[src/rtl/evm_session_controller.sv]
`default_nettype none
// ----------------------------------------------------------------------------
// evm_session_controller - officer login, voter check, vote capture, tallies
// Revision: 1.0
// ----------------------------------------------------------------------------
module evm_session_controller #(
  parameter int WORD_SIZE    = 5,
  parameter int ADDRESS_SIZE = 4,
  parameter int NUM_CAND     = 4,
  parameter int COUNT_WIDTH  = 8,
  parameter int TIMEOUT      = 16
) (
  input  logic                        clk,
  input  logic                        rst_n,
  input  logic [WORD_SIZE-1:0]        id_in,
  input  logic                        id_valid,
  input  logic                        end_req,
  input  logic [NUM_CAND-1:0]         cand_sel,
  input  logic                        cand_valid,
  input  logic [$clog2(NUM_CAND)-1:0] tally_sel,
  input  logic                        db_officer_ok,
  input  logic                        db_reset_ok,
  input  logic                        db_voter_ok,
  input  logic [ADDRESS_SIZE-1:0]     db_voter_addr,
  output logic [WORD_SIZE-1:0]        db_id,
  output logic                        db_mode,
  output logic                        db_control,
  output logic                        session_open,
  output logic                        vote_wait,
  output logic                        vote_accepted,
  output logic                        reject,
  output logic [2:0]                  reject_code,
  output logic                        reset_done,
  output logic [COUNT_WIDTH-1:0]      tally_out,
  output logic [COUNT_WIDTH-1:0]      total_votes
);

  localparam int SEL_W = $clog2(NUM_CAND);
  localparam int TMR_W = $clog2(TIMEOUT);

  localparam logic [2:0] ST_IDLE   = 3'd0;
  localparam logic [2:0] ST_AUTH   = 3'd1;
  localparam logic [2:0] ST_READY  = 3'd2;
  localparam logic [2:0] ST_CHECK  = 3'd3;
  localparam logic [2:0] ST_WAIT   = 3'd4;
  localparam logic [2:0] ST_COMMIT = 3'd5;

  localparam logic [2:0] RC_BAD_OFFICER = 3'd1;
  localparam logic [2:0] RC_UNKNOWN     = 3'd2;
  localparam logic [2:0] RC_DUPLICATE   = 3'd3;
  localparam logic [2:0] RC_BAD_CAND    = 3'd4;
  localparam logic [2:0] RC_TIMEOUT     = 3'd5;

  localparam logic [TMR_W-1:0]       TMR_WARN = TMR_W'(TIMEOUT - 2);
  localparam logic [TMR_W-1:0]       TMR_LAST = TMR_W'(TIMEOUT - 1);
  localparam logic [COUNT_WIDTH-1:0] CNT_MAX  = '1;

  logic [2:0]              state_q, state_d;
  logic [WORD_SIZE-1:0]    db_id_q, db_id_d;
  logic [ADDRESS_SIZE-1:0] addr_q, addr_d;
  logic [SEL_W-1:0]        idx_q, idx_d;
  logic [TMR_W-1:0]        timer_q, timer_d;
  logic                    reject_q, reject_d;
  logic [2:0]              code_q, code_d;
  logic                    rdone_q, rdone_d;
  logic                    acc_q, acc_d;
  logic                    clear_all, commit;

  logic [COUNT_WIDTH-1:0]        tally_q [NUM_CAND];
  logic [COUNT_WIDTH-1:0]        total_q;
  logic [(2**ADDRESS_SIZE)-1:0]  voted_q;

  logic             cand_onehot;
  logic [SEL_W-1:0] cand_idx;

  always_comb begin
    cand_onehot = ($countones(cand_sel) == 1);
    cand_idx    = '0;
    for (int i = 0; i < NUM_CAND; i++) begin
      if (cand_sel[i]) cand_idx = SEL_W'(i);
    end
  end

  always_comb begin
    state_d   = state_q;
    db_id_d   = db_id_q;
    addr_d    = addr_q;
    idx_d     = idx_q;
    timer_d   = timer_q;
    reject_d  = 1'b0;
    code_d    = code_q;
    rdone_d   = 1'b0;
    acc_d     = 1'b0;
    clear_all = 1'b0;
    commit    = 1'b0;
    case (state_q)
      ST_IDLE: begin
        if (id_valid) begin
          db_id_d = id_in;
          state_d = ST_AUTH;
        end
      end
      ST_AUTH: begin
        if (db_officer_ok) begin
          state_d = ST_READY;
        end else begin
          reject_d = 1'b1;
          code_d   = RC_BAD_OFFICER;
          state_d  = ST_IDLE;
        end
      end
      ST_READY: begin
        if (end_req) begin
          state_d = ST_IDLE;
        end else if (id_valid) begin
          db_id_d = id_in;
          state_d = ST_CHECK;
        end
      end
      ST_CHECK: begin
        if (db_reset_ok) begin
          clear_all = 1'b1;
          rdone_d   = 1'b1;
          state_d   = ST_READY;
        end else if (db_voter_ok && !voted_q[db_voter_addr]) begin
          addr_d  = db_voter_addr;
          timer_d = '0;
          state_d = ST_WAIT;
        end else if (db_voter_ok) begin
          reject_d = 1'b1;
          code_d   = RC_DUPLICATE;
          state_d  = ST_READY;
        end else begin
          reject_d = 1'b1;
          code_d   = RC_UNKNOWN;
          state_d  = ST_READY;
        end
      end
      ST_WAIT: begin
        timer_d = timer_q + 1'b1;
        if (cand_valid && cand_onehot) begin
          idx_d   = cand_idx;
          state_d = ST_COMMIT;
        end else begin
          if (cand_valid) begin
            reject_d = 1'b1;
            code_d   = RC_BAD_CAND;
          end
          // Timeout pulse is registered so it lands in the last waiting cycle
          if (timer_q == TMR_WARN) begin
            reject_d = 1'b1;
            code_d   = RC_TIMEOUT;
          end
          if (timer_q == TMR_LAST) state_d = ST_READY;
        end
      end
      ST_COMMIT: begin
        commit  = 1'b1;
        acc_d   = 1'b1;
        state_d = ST_READY;
      end
      default: state_d = ST_IDLE;
    endcase
  end

  always_ff @(posedge clk or negedge rst_n) begin
    if (!rst_n) begin
      state_q  <= ST_IDLE;
      db_id_q  <= '0;
      addr_q   <= '0;
      idx_q    <= '0;
      timer_q  <= '0;
      reject_q <= 1'b0;
      code_q   <= 3'd0;
      rdone_q  <= 1'b0;
      acc_q    <= 1'b0;
    end else begin
      state_q  <= state_d;
      db_id_q  <= db_id_d;
      addr_q   <= addr_d;
      idx_q    <= idx_d;
      timer_q  <= timer_d;
      reject_q <= reject_d;
      code_q   <= code_d;
      rdone_q  <= rdone_d;
      acc_q    <= acc_d;
    end
  end

  always_ff @(posedge clk or negedge rst_n) begin
    if (!rst_n) begin
      for (int i = 0; i < NUM_CAND; i++) tally_q[i] <= '0;
      total_q <= '0;
      voted_q <= '0;
    end else if (clear_all) begin
      for (int i = 0; i < NUM_CAND; i++) tally_q[i] <= '0;
      total_q <= '0;
      voted_q <= '0;
    end else if (commit) begin
      if (tally_q[idx_q] != CNT_MAX) tally_q[idx_q] <= tally_q[idx_q] + 1'b1;
      if (total_q != CNT_MAX) total_q <= total_q + 1'b1;
      voted_q[addr_q] <= 1'b1;
    end
  end

  always_comb begin
    tally_out = '0;
    for (int i = 0; i < NUM_CAND; i++) begin
      if (tally_sel == SEL_W'(i)) tally_out = tally_q[i];
    end
  end

  assign db_id         = db_id_q;
  assign db_mode       = (state_q == ST_AUTH) || (state_q == ST_CHECK);
  assign db_control    = db_mode;
  assign session_open  = (state_q == ST_READY) || (state_q == ST_CHECK) ||
                         (state_q == ST_WAIT)  || (state_q == ST_COMMIT);
  assign vote_wait     = (state_q == ST_WAIT);
  assign vote_accepted = acc_q;
  assign reject        = reject_q;
  assign reject_code   = code_q;
  assign reset_done    = rdone_q;
  assign total_votes   = total_q;

endmodule
`default_nettype wire

[config.mk]
export PLATFORM = sky130hd
export DESIGN_NAME = evm_session_controller
export DESIGN_NICKNAME = d
export VERILOG_FILES = /design/src/rtl/evm_session_controller.sv
export SDC_FILE = /design/constraint.sdc
export NUM_CORES = 1
export LEC_CHECK = 0
export CORE_MARGIN = 8
export CORE_UTILIZATION = 45
export CTS_CLUSTER_SIZE = 25
export DETAILED_ROUTE_END_ITERATION = 7
export PLACE_DENSITY = 0.67
export SETUP_SLACK_MARGIN = 0.02
export SLEW_MARGIN = 20
export SYNTH_ARGS = -nofsm -noshare
export SYNTH_HDL_FRONTEND = slang
export SYNTH_SLANG_ARGS = --single-unit
[constraint.sdc]
create_clock -name clk -period 3.8 [get_ports clk]
set_input_delay 0.76 -clock clk [delete_from_list [all_inputs] [get_ports clk]]
set_output_delay 0.76 -clock clk [all_outputs]
set_load 0.005 [all_outputs]
==> metrics list <==
- The run finished with clean final reports.
* Final period demand of the worst path: 3.27 ns
- Floorplan core area: 0.00906 sq mm
- The synthesized netlist occupies a cell area of 0.00414 sq mm.
* Clock sink count: 80
- The detail route stage leaves a number of antenna-violating nets equal to 0.
- Met1 usage in global routing: 18.8%
- Critical path cell sequence: clkdlybuf4s50_1 -> inv_1 -> fa_1 -> inv_1 -> ha_1 -> ha_1 -> nor4bb_1 -> nor3_1 -> a21o_1 -> a21o_1 -> mux2_4
- Post-Route Skew: 0.00908 ns
- Routed wire length: 8.83 mm
- The worst setup path is launched from an input pin.
- The number of cells on the worst reg-to-reg path is 5.
- After the last flow step, the layout net total stands at 448.
- Cell at the root of the clock tree: clkbuf_8
- Num CTS Buffers: 9
- Most common flop cell mapped by yosys: dfrtp_1
* Number of flip-flops and latches in the synthesized netlist: 80
- In the global route stage, met3 resource usage came out at 3.63%.
- Setup repair after global routing left no endpoint under its margin.
- The number of pins with negative max-slew slack in the final report was 0.
- Global routing finished with a remaining overflow of 0.
- Total global-route track usage: 15.0%
- Post-CTS setup-driven buffer insertion count: 0
- From bottom edge to top edge, the die measures 112 um.
- In the global route stage, met2 resource usage came out at 24.5%.
* Worst min-delay path category: in -> async
- In this run the biggest area consumer among cell types represents 48.3% of the synthesized area.
- The number of antenna violations at the first check in global routing was 0.
- In the synthesized netlist the async set-or-reset flop fraction comes to 100%.
* Cell family with most CP delay: adder cells
- After detailed routing, the average wire length per cell comes to 16.5 um.
- Number of design-rule violations left by the first detailed-router iteration: 123
- Floorplan die area: 0.0125 sq mm
- Num ports: 54
- The die is 112 um wide.
* Fraction of final layout cells sized beyond drive strength 1: 13.7%
- A synthesized cell averages 11.3 sq um.
- The final number of hold-violating endpoints came to 0.
* Peak fanout along the critical path: 3
- At the end of the flow the core is filled with cells to 55.2%.
* Number of violations of the max-capacitance limit: 0
* Number of global-route vias before repair: 3023
* Dominant cell type by area after synthesis: dfrtp_1
- Synth top area cells: dfrtp_1 (48%), mux4_2 (9.2%), mux2i_1 (8.0%)
* Critical path endpoint category: register
- Input and output buffers added on the ports amount to 53.
- At the end of routability-driven placement, the weighted congestion stood at 0.784.
* TritonCTS clock tree: built
* P&R area growth vs syn: 20.7%
- Worst ir drop on vdd: 0.000284 V
* CP startpoint: cand_sel[0]
* Fmax: 0.306 GHz
- Count of antenna diodes in the layout: 0
* Critical path required time: 4.04 ns
- Commonest cells after routing, fill and taps aside: dfrtp_1 (80), clkdlybuf4s50_1 (52), nand2_1 (51), nor2_1 (34), mux2i_1 (33)
- In this run the tightest slew margin relative to its limit is 49.8%.
* Finish-stage setup viols: 0
- Power per unit of standard cell area: 591 mW/mm^2
* Synthesized instance count: 365
- Vias after detailed routing: 2906
* DR vias/cell: 5.44
- First-pass GRT wire length: 15.2 mm
* Number of search-and-repair iterations in the first detailed-routing pass: 4
* Cell with the biggest individual delay on the critical path: fa_1
- Fill cell instance count of the final layout: 786
- Number of flops mapped to enable cells by yosys: 0
- The later pin in the worst-skew pair is clocked with a latency of 0.35 ns.
- After legalization and detailed placement, the total HPWL measured 6.13 mm.
- For this design, the CTS-stage hold fixing added 0 buffers.
- In the routed design, unresolved DRC markers number 0.
- Power Total: 0.00296 W
* Launch point of the worst reg-to-reg path: idx_q[0]$_DFFE_PN0P_
- Post-CTS clock slew at the launch and capture registers of the worst setup and hold paths: 0.08 ns
- For this configuration, the core starts out at a cell density of 45.7%.
- Kind of critical path: in -> reg
- The share of the Yosys chip area taken by registers is 48.3%.
- Final hold analysis gives a worst-case slack of 0.429 ns.
- Leakage power total: 2.23 nW
* CTS HTree Levels: 3
* Fin area: 0.00500 sq mm
* Most used routing layer: met2
- Leaving out fill and tap cells, the most frequent cell in the layout is dfrtp_1.
- The floorplan has 35 rows.
* Final TNS setup: 0 ns
- Across all register-to-register paths, the minimum setup slack is 0.90 ns.
- Total nets after synthesis: 395
- After synthesis, the netlist uses 45 different library cells.
- Pin count of the biggest net entering global routing: 81
* Number of warnings reported in the yosys synthesis log: 0
* WP buf/inv: 3
* Dpl cell area: 0.00478 sq mm
- In this run the deepest clock path goes through 2 buffers.
* Crit path arrival time: 3.51 ns
- R2R Path End: tally_q[31]$_DFFE_PN0P_
- Slew at the pin closest to its max-slew limit: 0.753 ns
* Quantity of gates resized following cts: 0
- Slowest cell delay on critical path: 0.53 ns
- Post-route clock period utilization: 86.0%
==> synthesized netlist by cell type, drive strengths merged (2+ instances only) <==
master,instances
clkbuf,8
nor3,8
ha,6
xor2,10
a21oi,17
dfrtp,80
inv,15
nor2b,5
mux2,11
and4,2
mux2i,33
and3,4
nand2b,2
nor2,34
a21o,2
xnor2,2
nor4b,2
nand4,5
o21ai,7
mux4,21
nand2,51
nand3,7
buf,9
a31oi,10
==> through the flow <==
stage	cells	worst slack (ns)
floorplan	365	0.660
global placement	518	0.176
detailed placement	518	0.167
CTS	534	0.552
global route	534	0.412
finish	534	0.532
==> worst max-delay path by stage <==
stage                                       to  slack (ns)  cells after the start
finish              reject_code[0]$_DFFE_PN0P_        0.53                     11
global route        reject_code[0]$_DFFE_PN0P_        0.41                     11
CTS                 reject_code[0]$_DFFE_PN0P_        0.55                     11
detailed placement  reject_code[0]$_DFFE_PN0P_        0.17                     11
global placement    reject_code[0]$_DFFE_PN0P_        0.18                     11
floorplan           reject_code[0]$_DFFE_PN0P_        0.66                     10
==> report_power, final <==
group | switching (W) | internal [W]
logic | 0.000389 | 0.000513
registers | 0.000267 | 0.00111
clock network | 0.000307 | 0.000368
==> state kept, by name, summed over array words and instances (netlist names) <==
| register | flops |
|---|---|
| addr_q | 4 |
| tally_q | 32 |
| vote_accepted | 1 |
| timer_q | 4 |
| idx_q | 2 |
| reject_code | 3 |
| voted_q | 16 |
| db_id | 5 |
| state_q | 3 |
| reset_done | 1 |
| reject | 1 |
| total_votes | 8 |
==> layout make-up <==
type                            instances  area, sq um  area share, %
Multi-Input combinational cell        252         2010           40.2
Sequential cell                        80         2000           40.0
Clock inverter                          6         83.8           1.68
Clock buffer                           10          128           2.55
Timing Repair Buffer                   59          577           11.5
Inverter                               16         60.1           1.20
Tap cell                              111          139           2.78
==> logic make-up after synthesis <==
group | Yosys count | share of synthesized area (%)
AOI/OAI and AO/OA | 41 | 5.68
xor gates and xnor gates | 12 | 2.54
adders and majority gates | 7 | 2.30
buffers and inverters | 33 | 3.44
DFF | 80 | 48.3
muxes | 65 | 22.8
and+or+nand+nor | 127 | 14.9
==> layer usage <==
layer	share of wire [%]	wire, um
met5	0	0
met2	48	4200
met3	4.8	424
met1	47	4120
met4	0.94	83
Power figures use the tool's default switching activity.
